$ cat src/rtl/hp48_bus_ctrl.sv
// Nibble-serial bus master: turns CPU read/write/configure/reset requests into
// per-strobe slave commands, skipping LOAD cycles when the PC/DP shadows already match.
module hp48_bus_ctrl (
  input  logic        strobe,
  input  logic        reset,
  input  logic        req_valid,
  output logic        req_ready,
  input  logic [1:0]  req_op,
  input  logic        req_ptr,
  input  logic [19:0] req_addr,
  input  logic [3:0]  req_len,
  input  logic [63:0] req_wdata,
  output logic        rsp_valid,
  output logic [63:0] rsp_rdata,
  output logic        rsp_err,
  output logic [19:0] bus_address,
  output logic [3:0]  bus_command,
  output logic [3:0]  bus_nibble_out,
  input  logic [3:0]  bus_nibble_in,
  input  logic        bus_active
);

  localparam logic [3:0] BUSCMD_NOP       = 4'h0;
  localparam logic [3:0] BUSCMD_PC_READ   = 4'h2;
  localparam logic [3:0] BUSCMD_DP_READ   = 4'h3;
  localparam logic [3:0] BUSCMD_PC_WRITE  = 4'h4;
  localparam logic [3:0] BUSCMD_DP_WRITE  = 4'h5;
  localparam logic [3:0] BUSCMD_LOAD_PC   = 4'h6;
  localparam logic [3:0] BUSCMD_LOAD_DP   = 4'h7;
  localparam logic [3:0] BUSCMD_CONFIGURE = 4'h8;
  localparam logic [3:0] BUSCMD_RESET     = 4'h9;

  localparam logic [1:0] OP_READ  = 2'b00;
  localparam logic [1:0] OP_WRITE = 2'b01;
  localparam logic [1:0] OP_CONF  = 2'b10;

  typedef enum logic [2:0] {S_IDLE, S_LOAD, S_XFER, S_DRAIN, S_DONE} state_e;

  state_e      state_q, state_d;
  logic [1:0]  op_q, op_d;
  logic        ptr_q, ptr_d;
  logic [19:0] addr_q, addr_d;
  logic [3:0]  len_q, len_d;
  logic [63:0] wdata_q, wdata_d;
  logic [3:0]  cnt_q, cnt_d;
  logic        err_q, err_d;
  logic        act_q, act_d;
  logic [63:0] rbuf_q, rbuf_d;
  logic [63:0] rdata_q, rdata_d;
  logic        dp_vld_q, dp_vld_d, pc_vld_q, pc_vld_d;
  logic [19:0] dp_sh_q, dp_sh_d, pc_sh_q, pc_sh_d;
  logic [3:0]  cmd_q, cmd_d;
  logic [19:0] baddr_q, baddr_d;
  logic [3:0]  nib_q, nib_d;

  logic        hit;
  logic [19:0] next_ptr;
  logic [3:0]  cap_nib;

  assign hit      = req_ptr ? (pc_vld_q && (pc_sh_q == req_addr))
                            : (dp_vld_q && (dp_sh_q == req_addr));
  assign next_ptr = addr_q + {16'd0, len_q} + 20'd1;
  // Slave nibble arrives one cycle after its READ cycle; act_q is that cycle's bus_active.
  assign cap_nib  = act_q ? bus_nibble_in : 4'h0;

  always_comb begin
    state_d  = state_q;
    op_d     = op_q;
    ptr_d    = ptr_q;
    addr_d   = addr_q;
    len_d    = len_q;
    wdata_d  = wdata_q;
    cnt_d    = cnt_q;
    err_d    = err_q;
    act_d    = act_q;
    rbuf_d   = rbuf_q;
    rdata_d  = rdata_q;
    dp_vld_d = dp_vld_q;
    pc_vld_d = pc_vld_q;
    dp_sh_d  = dp_sh_q;
    pc_sh_d  = pc_sh_q;
    case (state_q)
      S_IDLE: begin
        if (req_valid) begin
          op_d    = req_op;
          ptr_d   = req_ptr;
          addr_d  = req_addr;
          len_d   = req_len;
          wdata_d = req_wdata;
          cnt_d   = 4'd0;
          err_d   = 1'b0;
          rbuf_d  = 64'd0;
          state_d = (!req_op[1] && hit) ? S_XFER : S_LOAD;
        end
      end
      S_LOAD: begin
        if (op_q[1]) begin
          dp_vld_d = 1'b0;
          pc_vld_d = 1'b0;
          state_d  = S_DONE;
        end else begin
          state_d  = S_XFER;
        end
      end
      S_XFER: begin
        act_d = bus_active;
        if (!bus_active) err_d = 1'b1;
        if ((op_q == OP_READ) && (cnt_q != 4'd0))
          rbuf_d[{cnt_q - 4'd1, 2'b00} +: 4] = cap_nib;
        cnt_d = cnt_q + 4'd1;
        if (cnt_q == len_q) begin
          if (ptr_q) begin
            pc_sh_d  = next_ptr;
            pc_vld_d = 1'b1;
          end else begin
            dp_sh_d  = next_ptr;
            dp_vld_d = 1'b1;
          end
          state_d = (op_q == OP_READ) ? S_DRAIN : S_DONE;
        end
      end
      S_DRAIN: begin
        rbuf_d[{len_q, 2'b00} +: 4] = cap_nib;
        rdata_d = rbuf_d;
        state_d = S_DONE;
      end
      S_DONE:  state_d = S_IDLE;
      default: state_d = S_IDLE;
    endcase
  end

  // Bus outputs are registered, so they are derived from the next state.
  always_comb begin
    cmd_d   = BUSCMD_NOP;
    baddr_d = baddr_q;
    nib_d   = nib_q;
    case (state_d)
      S_LOAD: begin
        if (op_d == OP_CONF) begin
          cmd_d   = BUSCMD_CONFIGURE;
          baddr_d = addr_d;
        end else if (op_d[1]) begin
          cmd_d   = BUSCMD_RESET;
        end else begin
          cmd_d   = ptr_d ? BUSCMD_LOAD_PC : BUSCMD_LOAD_DP;
          baddr_d = addr_d;
        end
      end
      S_XFER: begin
        if (op_d == OP_WRITE) begin
          cmd_d = ptr_d ? BUSCMD_PC_WRITE : BUSCMD_DP_WRITE;
          nib_d = wdata_d[{cnt_d, 2'b00} +: 4];
        end else begin
          cmd_d = ptr_d ? BUSCMD_PC_READ : BUSCMD_DP_READ;
        end
      end
      default: cmd_d = BUSCMD_NOP;
    endcase
  end

  always_ff @(posedge strobe or negedge reset) begin
    if (!reset) begin
      state_q  <= S_IDLE;
      cnt_q    <= 4'd0;
      err_q    <= 1'b0;
      act_q    <= 1'b0;
      rdata_q  <= 64'd0;
      dp_vld_q <= 1'b0;
      pc_vld_q <= 1'b0;
      dp_sh_q  <= 20'd0;
      pc_sh_q  <= 20'd0;
      cmd_q    <= BUSCMD_NOP;
      baddr_q  <= 20'd0;
      nib_q    <= 4'd0;
    end else begin
      state_q  <= state_d;
      cnt_q    <= cnt_d;
      err_q    <= err_d;
      act_q    <= act_d;
      rdata_q  <= rdata_d;
      dp_vld_q <= dp_vld_d;
      pc_vld_q <= pc_vld_d;
      dp_sh_q  <= dp_sh_d;
      pc_sh_q  <= pc_sh_d;
      cmd_q    <= cmd_d;
      baddr_q  <= baddr_d;
      nib_q    <= nib_d;
    end
  end

  always_ff @(posedge strobe) begin
    op_q    <= op_d;
    ptr_q   <= ptr_d;
    addr_q  <= addr_d;
    len_q   <= len_d;
    wdata_q <= wdata_d;
    rbuf_q  <= rbuf_d;
  end

  assign req_ready      = (state_q == S_IDLE);
  assign rsp_valid      = (state_q == S_DONE);
  assign rsp_err        = (state_q == S_DONE) && err_q;
  assign rsp_rdata      = rdata_q;
  assign bus_command    = cmd_q;
  assign bus_address    = baddr_q;
  assign bus_nibble_out = nib_q;

endmodule
$ cat config.mk
export PLATFORM = sky130hd
export DESIGN_NAME = hp48_bus_ctrl
export DESIGN_NICKNAME = d
export VERILOG_FILES = /design/src/rtl/hp48_bus_ctrl.sv
export SDC_FILE = /design/constraint.sdc
export NUM_CORES = 1
export LEC_CHECK = 0
export CORE_AREA = 2 2 191 193
export DETAILED_ROUTE_END_ITERATION = 10
export DIE_AREA = 0 0 193 195
export DONT_BUFFER_PORTS = 1
export PLACE_DENSITY = 0.58
export SETUP_SLACK_MARGIN = 0.3
export SKIP_LAST_GASP = 1
export SLEW_MARGIN = 20
export SYNTH_ARGS = -nofsm -noshare
export SYNTH_HDL_FRONTEND = slang
export SYNTH_SLANG_ARGS = --single-unit
$ cat constraint.sdc
create_clock -name strobe -period 7.9 [get_ports strobe]
set_input_delay 1.58 -clock strobe [delete_from_list [all_inputs] [get_ports strobe]]
set_output_delay 1.58 -clock strobe [all_outputs]
set_load 0.03 [all_outputs]
After elaboration in Yosys (flattened, before gate mapping):

Index checks and enable logic that the tools add are counted.

* logic and storage cells: 112
* bits in registers: 298
* bits of input ports: 99

* add/sub/neg operators: 6
* muxes and demuxes: 42
* shift-type cells: 5
* reductions and logical operators: 21
* eq/ne operators: 19
* bitwise gates (word level): 1

Operators by type and width (number)
* 64-bit two-way mux: 4
* 64-bit one-hot mux with 3 select lines: 1
* 64-bit bitwise mux: 2
* 4-bit by 8-bit variable shift with 64-bit output, first input constant: 2
* 4-bit by 8-bit indexed part select with 64-bit output: 2
* 20-bit two-way mux: 4
* 64-bit by 7-bit indexed part select with 4-bit output: 1
* 20-bit equality test: 2
* 20-bit by 1-bit adder with 20-bit output, second input constant: 1
* 20-bit by 4-bit adder with 20-bit output: 1
* 4-bit two-way mux: 4
* 6-bit negator with 8-bit output: 2
* 4-bit one-hot mux with 2 select lines: 2
* 3-bit two-way mux: 5
* 2-bit inequality test, second input constant: 7
* 1-bit two-way mux: 13
* 3-bit one-hot mux with 4 select lines: 1
* 3-bit AND reduction: 4
* 3-bit by 2-bit equality test with 1-bit output, second input constant: 3
* 4-bit AND reduction: 2
* 3-bit by 1-bit equality test with 1-bit output, second input constant: 2
* 2-bit two-way mux: 3
* 1-bit one-hot mux with 2 select lines: 3
* 2-bit AND reduction: 3
* 15 further kinds: 20

Depth between registers and ports, before layout:

Gate-level depths: netlist (run 1).

* word-level depth: 9
* mapped depth: 12
* depth with buffers taken out: 11

Worst setup path after synthesis (run 1):

OpenSTA, ideal clock, no wires.

* path kind: input port to flip-flop
* start point: in req_valid
* end point: reg rbuf_q[0], enable pin
* slack: 0.914 ns
* path buffers: 0
* data required time: 7.318 ns
* arrival: 6.404 ns
* stages on the path: 2
* path through: a21oi_1 > a211oi_1

* cells in the longest elaborated chain, start to end: 2

RTL lines
* start: declaration: line 6 `input logic req_valid,`
* 2-bit inequality test (no source line)
* 3-bit AND reduction (no source line)
* end signal: assignment: line 197 `rbuf_q <= rbuf_d;`
* end: declaration: line 48 `logic [63:0] rbuf_q, rbuf_d;`

No other way between the ends.
A chain may end at the register's enable or synchronous reset.

Worst setup path after layout (run 1):

* start point: reg state_q[1]
* end point: reg nib_q[2], in the netlist bus_nibble_out[2]

* elaborated cells between the ends (all ways): 14
* classes of those cells: eq/ne (5); shift (1); mux (6); reduce/logical (2)

RTL lines
* start: declaration: line 39 `state_e state_q, state_d;`
* start signal: assignment: line 176 `state_q <= state_d;`
* 3-bit zero test
* named net req_ready: line 7 `output logic req_ready,`
* 64-bit two-way mux: line 82 `case (state_q)`
* named net wdata_d[18]: line 44 `logic [63:0] wdata_q, wdata_d;`
* 64-bit by 7-bit indexed part select with 4-bit output: line 152 `nib_d = wdata_d[{cnt_d, 2'b00} +: 4];`
* end signal: assignment: line 187 `nib_q <= nib_d;`
* end: declaration: line 54 `logic [3:0] nib_q, nib_d;`

The timed path passes the listed nets, and every way through them passes these cells.

==> results of run 1 <==
-- layout by cell type, fill, tap and decap left out, types with 6 or more instances in the layout --
| cell | count |
|---|---|
| xnor2_1 | 31 |
| nand3_1 | 16 |
| mux2_2 | 10 |
| ha_1 | 11 |
| clkinv_2 | 10 |
| and2_1 | 16 |
| dfxtp_1 | 87 |
| mux2_1 | 35 |
| nor4_1 | 7 |
| a21oi_1 | 44 |
| inv_1 | 12 |
| o2111ai_1 | 10 |
| o21ai_1 | 83 |
| nor2_1 | 72 |
| buf_4 | 10 |
| o211ai_1 | 6 |
| o22ai_1 | 51 |
| dfrtp_1 | 143 |
| mux2i_1 | 129 |
| clkbuf_8 | 7 |
| nor3_1 | 11 |
| clkbuf_16 | 40 |
| xor2_1 | 36 |
| o21ai_0 | 26 |
| nand2_1 | 342 |
| edfxtp_1 | 68 |
| nand4_1 | 8 |
| nor2b_1 | 8 |
-- area by class of cell --
class | instances | area, um^2
tap | 461 | 577
clock inverter | 18 | 213
multi-input combinational | 1017 | 6260
sequential | 298 | 7360
antenna | 1 | 2.50
fill | 3414 | 19700
clock buffer | 48 | 1100
timing repair buffer | 10 | 75.1
inverter | 17 | 65.1
-- worst max-delay path, cell delays in order, from the launching register on --
cell,delay (ns)
dfrtp_1,0.53
nor3_2,0.72
nand2_2,0.14
clkinv_2,0.58
buf_4,0.54
mux2_1,0.39
mux2i_1,0.13
mux2i_1,0.11
o2111ai_1,0.22
nand3_1,0.09
-- cell families after synthesis --
kind of cell	after synthesis	share of synthesized area
simple gates	509	0.152
mux	176	0.131
xor+xnor	67	0.0418
fa+ha+maj	12	0.0112
flops	298	0.524
buf+inv	105	0.0325
compound gates	253	0.107
-- routing by layer --
layer	share of wire	global-route usage	vias to the layer above	wire length, um
met5	0.00067	0	-	25
met4	0.027	0.0648	4	1000
li1	-	-	4876	-
met3	0.073	0.0546	68	2730
met1	0.45	0.274	4817	17000
met2	0.45	0.301	303	16600
-- Yosys cell counts (31+ instances only) --
cell,instances,area (um^2)
edfxtp_1,68,2040
mux2i_1,129,1290
nor2_1,73,274
xor2_1,36,315
nand2_1,342,1280
clkbuf_1,57,214
a21oi_1,44,220
o21ai_1,83,415
dfrtp_1,143,3580
mux2_1,35,394
xnor2_1,31,272
dfxtp_1,87,1740
o22ai_1,51,319
-- metrics by stage --
step / instance area, um^2 / worst slack (ns)
floorplan: 14100 / 0.914
global placement: 14300 / 3.86
detailed placement: 14300 / 3.80
CTS: 15700 / 4.28
global route: 15700 / 4.01
finish: 15700 / 4.28
-- worst paths after layout --
kind | cells after the start | end | slack [ns] | from
setup / recovery | 9 | bus_nibble_out[2]$_DFFE_PN0P_ | 4.28 | state_q[1]$_DFF_PN0_
hold / removal | 2 | wdata_q[58]$_DFF_P_ | 0.44 | wdata_q[58]$_DFF_P_
setup reg to reg | 9 | bus_nibble_out[2]$_DFFE_PN0P_ | 4.28 | state_q[1]$_DFF_PN0_
hold reg to reg | 2 | wdata_q[58]$_DFF_P_ | 0.44 | wdata_q[58]$_DFF_P_
max in group asynchronous | 0 | rsp_rdata[0]$_DFFE_PN0N_ | 6.86 | reset
min in group asynchronous | 0 | bus_address[5]$_DFFE_PN0P_ | 0.75 | reset
-- sequential cells by signal, summed over array words and instances, names as in the netlist, 4 cells and up --
name / count
wdata_q: 64
pc_sh_q: 20
rbuf_q: 64
bus_command: 4
dp_sh_q: 20
bus_address: 20
cnt_q: 4
bus_nibble_out: 4
len_q: 4
rsp_rdata: 64
addr_q: 20
-- report_power, final --
group          leakage [nW]  internal, mW  switching (mW)  total [mW]
Sequential             3.24          2.41           0.942        3.36
Clock                 0.657          1.12           0.674        1.79
Combinational          2.68         0.978            1.65        2.63
Total                  6.58          4.51            3.27        7.78
==> flow_summary.rst, run 1 <==
.. list-table::
   :header-rows: 1

   * - Metric
     - Value
   * - Outcome
     - finished clean
   * - Post-route DRC violation count
     - 0
   * - Number of antenna violations at the first check in global routing
     - 3
   * - Via/cell ratio
     - 5.38
   * - EDFF count, synth
     - 68
   * - Max H-tree Level
     - 2
   * - Die area
     - 37600 um^2
   * - Slew @ Worst Pin
     - 1.14 ns
   * - Type of element launching the critical path
     - flop
   * - Main flop type after synthesis
     - dfrtp_1
   * - Count of synthesis-stage warnings from yosys
     - 0
   * - Average routed wire per standard cell
     - 20.0 um
   * - Total power of the final layout
     - 7.78 mW
   * - All-layer global routing usage
     - 0.199
   * - Total I/O pin count
     - 194
   * - Maximum number of buffers from clock root to sink
     - 3
   * - Remaining antenna violation count
     - 0
   * - Achievable frequency
     - 276 MHz
   * - Vias
     - 10100
   * - Required time at the worst-slack endpoint
     - 8.28 ns
   * - Total wire length after detailed routing
     - 37.4 mm
   * - Number of register bits inferred by synthesis
     - 298
   * - Crit path time final
     - 3.62 ns
   * - Leakage power summed over all cells
     - 6.58 nW
   * - Clock Sinks
     - 298
   * - Total power per unit cell area
     - 497 nW/um^2
   * - Final cell utilization of the core
     - 0.442
   * - Category of the most critical setup path
     - reg2reg
   * - Final Hold Slack
     - 0.440 ns
   * - Post-detailed-placement half-perimeter wirelength
     - 25.8 mm
   * - Die boundary height
     - 195 um
   * - Syn-to-layout area delta
     - 11.4%
   * - Count of buffers from port buffering
     - 0
   * - Layout Skew
     - 0.0267 ns
   * - Hold Crit Class
     - reg2reg
   * - Pins over their slew limit
     - 0
   * - Count of different cell masters after synthesis
     - 68
   * - Number of setup violations in the final report
     - 0
   * - Number of hold-repair buffers added at the cts stage
     - 0
   * - 1st-iter DRT viols
     - 677
   * - Vias in the first global route
     - 9976
   * - Placeable core area
     - 35400 um^2
   * - Wire length of the first global-routing pass
     - 58.4 mm
   * - Final std cells w/o fill
     - 1870
   * - Aggregate global routing overflow
     - 0
   * - Nets
     - 1491
   * - Count of endpoints failing hold in the final timing report
     - 0
   * - RSZ-0062 raised after global routing
     - no
   * - Site row count
     - 69
   * - DP Cell Count
     - 1803
   * - Number of CTS-inserted buffers
     - 36
   * - Resized Gates After CTS
     - 0
   * - Worst path arrival time
     - 4.00 ns
   * - Clock tree from TritonCTS
     - done
   * - Type of destination of the critical path
     - flop
   * - Normalized max-slew margin
     - 0.232
   * - Worst Path Max Fanout
     - 54
   * - Synth async-reset ratio
     - 0.480
   * - RD Place Congestion
     - 0.837
   * - Net count of the mapped netlist
     - 1531
   * - Maximum number of pins on one net before global-route repair
     - 144
   * - Portion of the post-synthesis area used by sequential elements
     - 0.524
   * - # Post-CTS Setup Buffers
     - 0
   * - Maximum Capacitance Violations
     - 0
   * - Clock network latency to the later pin of the worst-skew pair
     - 0.53 ns
   * - Clock transition at the registers of the reported paths
     - 0.06 ns
   * - Peak ir drop on the vdd network
     - 0.000266 V
   * - Syn Area/Cell
     - 9.90 um^2
   * - Post-route setup TNS
     - 0 ns
   * - Clock Tree Root
     - clkbuf_16
   * - Part of the cycle the worst path needs
     - 0.458
   * - Ratio of cells with drive above 1 in the final layout
     - 0.0760
   * - Post-synthesis instance area
     - 14100 um^2
   * - Effective utilization at floorplan
     - 0.397
   * - Number of iterations in the first detailed-routing pass
     - 7
   * - Die X
     - 193 um
   * - Post-Syn Instances
     - 1420
(Power assumes the default switching activity.)
==> run 2: changes to the inputs <==
clock period = 3.6 ns   (was 7.9 ns; I/O delays follow)
==> run 2 against run 1 <==
Compared with the run above: the run now ends with negative hold slack left; total power increased by 120%; count of clock-buffer cells in the layout up 5; combinational power grew 130%; first-iteration DRC count is 3.5% higher; sequential share of layout area hardly changed; fmax up 23%; sequential cell count did not move; via count grew 0.57%; non-clock buffer count grew 11; core utilization about the same; routed wire length rose by 2.0%; clock power increased by 110%.
==> flow_summary.rst, run 2 (synthesis results as in run 1) <==
.. list-table::
   :header-rows: 1

   * - Metric
     - Value
   * - Outcome
     - complete, but fails checks
   * - Violations in the final reports
     - negative hold slack
   * - Die area
     - 37600 um^2 (unchanged)
   * - Maximum number of buffers from clock root to sink
     - 3 (unchanged)
   * - Normalized max-slew margin
     - 0.436 (+0.203)
   * - Number of setup violations in the final report
     - 0 (unchanged)
   * - Die boundary height
     - 195 um (unchanged)
   * - Worst path arrival time
     - 3.19 ns (-0.81 ns)
   * - Number of iterations in the first detailed-routing pass
     - 5 (-2)
   * - Clock tree from TritonCTS
     - done
   * - Post-route setup TNS
     - 0 ns (unchanged)
   * - Total wire length after detailed routing
     - 38.1 mm (+2.0%)
   * - Pins over their slew limit
     - 0 (unchanged)
   * - All-layer global routing usage
     - 0.203 (+0.00488)
   * - Part of the cycle the worst path needs
     - 0.818 (+0.360)
   * - Delay of the slowest cell on the worst path
     - 0.54 ns (-0.18 ns)
   * - Maximum number of pins on one net before global-route repair
     - 144 (unchanged)
   * - Placeable core area
     - 35400 um^2 (unchanged)
   * - DP Worst Slack
     - 0.724 ns (-3.08 ns)
   * - Slew @ Worst Pin
     - 0.840 ns (-0.301 ns)
   * - Clock transition at the registers of the reported paths
     - 0.06 ns (about the same)
   * - Count of buffers from port buffering
     - 0 (unchanged)
   * - Most frequent cells in the layout
     - 342 x nand2_1, 142 x dfrtp_1, 129 x mux2i_1
   * - Number of antenna violations at the first check in global routing
     - 4 (+1)
   * - Setup WS post-layout
     - 0.654 ns (-3.63 ns)
   * - Crit path time final
     - 2.95 ns (-0.674 ns)
   * - Type of destination of the critical path
     - flop
   * - Nets
     - 1502 (+0.74%)
   * - Clock network latency to the later pin of the worst-skew pair
     - 0.55 ns (+0.02 ns)
   * - Setup crit start
     - cnt_q[0]$_DFF_PN0_
   * - Max H-tree Level
     - 2 (unchanged)
   * - Gate family responsible for the most delay along the worst path
     - simple AND/OR/NAND/NOR gates
   * - Worst-path cell with the longest stage delay
     - dfrtp_2
   * - # Post-CTS Setup Buffers
     - 0 (unchanged)
   * - Placed cell area
     - 14400 um^2 (+0.64%)
   * - Remaining antenna violation count
     - 0 (unchanged)
   * - Post-route DRC violation count
     - 0 (unchanged)
   * - Critical register-to-register path startpoint
     - cnt_q[0]$_DFF_PN0_
   * - RD Place Congestion
     - 0.887 (+5.9%)
   * - Most frequent standard cell in the layout excluding fill and tap cells
     - nand2_1
   * - 1st-iter DRT viols
     - 701 (+3.5%)
   * - Type of element launching the critical path
     - flop
   * - Total power per unit cell area
     - 1080 nW/um^2 (+120%)
   * - Area of all placed cells without fillers
     - 15700 um^2 (about the same)
   * - Syn-to-layout area delta
     - 11.4% (about the same)
   * - Ratio of cells with drive above 1 in the final layout
     - 0.0775 (+0.00153)
   * - Worst Path Max Fanout
     - 17 (-69%)
   * - List of cells traversed by the critical path
     - inv_2, ha_1, xor2_1, o32a_1, xnor2_1, nor2_1, and2_1, mux2i_1, o22ai_1
   * - Final Hold Slack
     - -0.140 ns (-0.580 ns)
   * - Clock Sinks
     - 298 (unchanged)
   * - Achievable frequency
     - 339 MHz (+23%)
   * - Via/cell ratio
     - 5.38 (-0.13%)
   * - Number of CTS-inserted buffers
     - 36 (unchanged)
   * - RSZ-0062 raised after global routing
     - no
   * - Total I/O pin count
     - 194 (unchanged)
   * - Average routed wire per standard cell
     - 20.2 um (+1.3%)
   * - Worst Reg-to-Reg Cells
     - 9 (unchanged)
   * - R2r endpoint
     - rbuf_q[25]$_DFFE_PP_
   * - Count of endpoints failing hold in the final timing report
     - 143 (+143)
   * - Leakage power summed over all cells
     - 6.58 nW (about the same)
   * - Vias in the first global route
     - 9807 (-1.7%)
   * - Total power of the final layout
     - 17.0 mW (+120%)
   * - Effective utilization at floorplan
     - 0.397 (unchanged)
   * - Required time at the worst-slack endpoint
     - 3.85 ns (-4.43 ns)
   * - Maximum Capacitance Violations
     - 0 (unchanged)
   * - Category of the most critical setup path
     - reg2reg
   * - Clock Tree Root
     - clkbuf_16
   * - Wire length of the first global-routing pass
     - 59.0 mm (+1.0%)
   * - Layout Skew
     - 0.0350 ns (+0.00827 ns)
   * - Setup slack on the worst flop-to-flop path
     - 0.65 ns (-3.63 ns)
   * - Vias
     - 10100 (+0.57%)
   * - Die X
     - 193 um (unchanged)
   * - Site row count
     - 69 (unchanged)
   * - Aggregate global routing overflow
     - 0 (unchanged)
   * - WP buf/inv
     - 1 (-1)
   * - Post-detailed-placement half-perimeter wirelength
     - 26.8 mm (+3.9%)
   * - Peak ir drop on the vdd network
     - 0.000497 V (+87%)
   * - Hold Crit Class
     - in2async
## run 2: power breakdown
group          total [mW]  switching (mW)  internal (mW)
Combinational        5.92            3.71           2.21
Clock                3.70            1.45           2.25
Sequential           7.36            2.07           5.29
Total                17.0            7.23           9.75
## run 2: layout make-up
class                      count  area, um^2
sequential                   298        7360
multi-input combinational   1017        6250
tap                          461         577
antenna                        3        7.51
clock inverter                13         168
timing repair buffer          21         170
inverter                      17        65.1
fill                        3380       19700
clock buffer                  53        1050
## run 2: how the worst max path moves through the flow
stage                                     to  slack [ns]  cells past startpoint
4_1_cts                 rbuf_q[25]$_DFFE_PP_        0.69                      9
5_1_grt                 rbuf_q[25]$_DFFE_PP_        0.42                      9
6_report                rbuf_q[25]$_DFFE_PP_        0.65                      9
3_3_place_gp   bus_nibble_out[2]$_DFFE_PN0P_        0.78                      8
3_5_place_dp   bus_nibble_out[2]$_DFFE_PN0P_        0.72                      8
2_1_floorplan            rbuf_q[0]$_DFFE_PP_        0.32                      7
## run 2: routing by layer
metal,up-vias,share of wire,track usage
met2,322,0.43,0.295
met4,2,0.027,0.0634
met5,-,0.00034,0
met3,66,0.078,0.0633
li1,4884,-,-
met1,4851,0.46,0.289
## run 2: metrics by stage
stage                     utilization  instances
after floorplan                     -       1420
after global placement          0.408       1814
after detailed placement        0.408       1814
after CTS                       0.442       1880
after global routing            0.442       1882
final                           0.442       1883
## run 2: what timing repair did
item,in CTS,in global routing
hold endpoints to repair,143,143
resized for setup,0,0
endpoints found under the setup margin,0,0
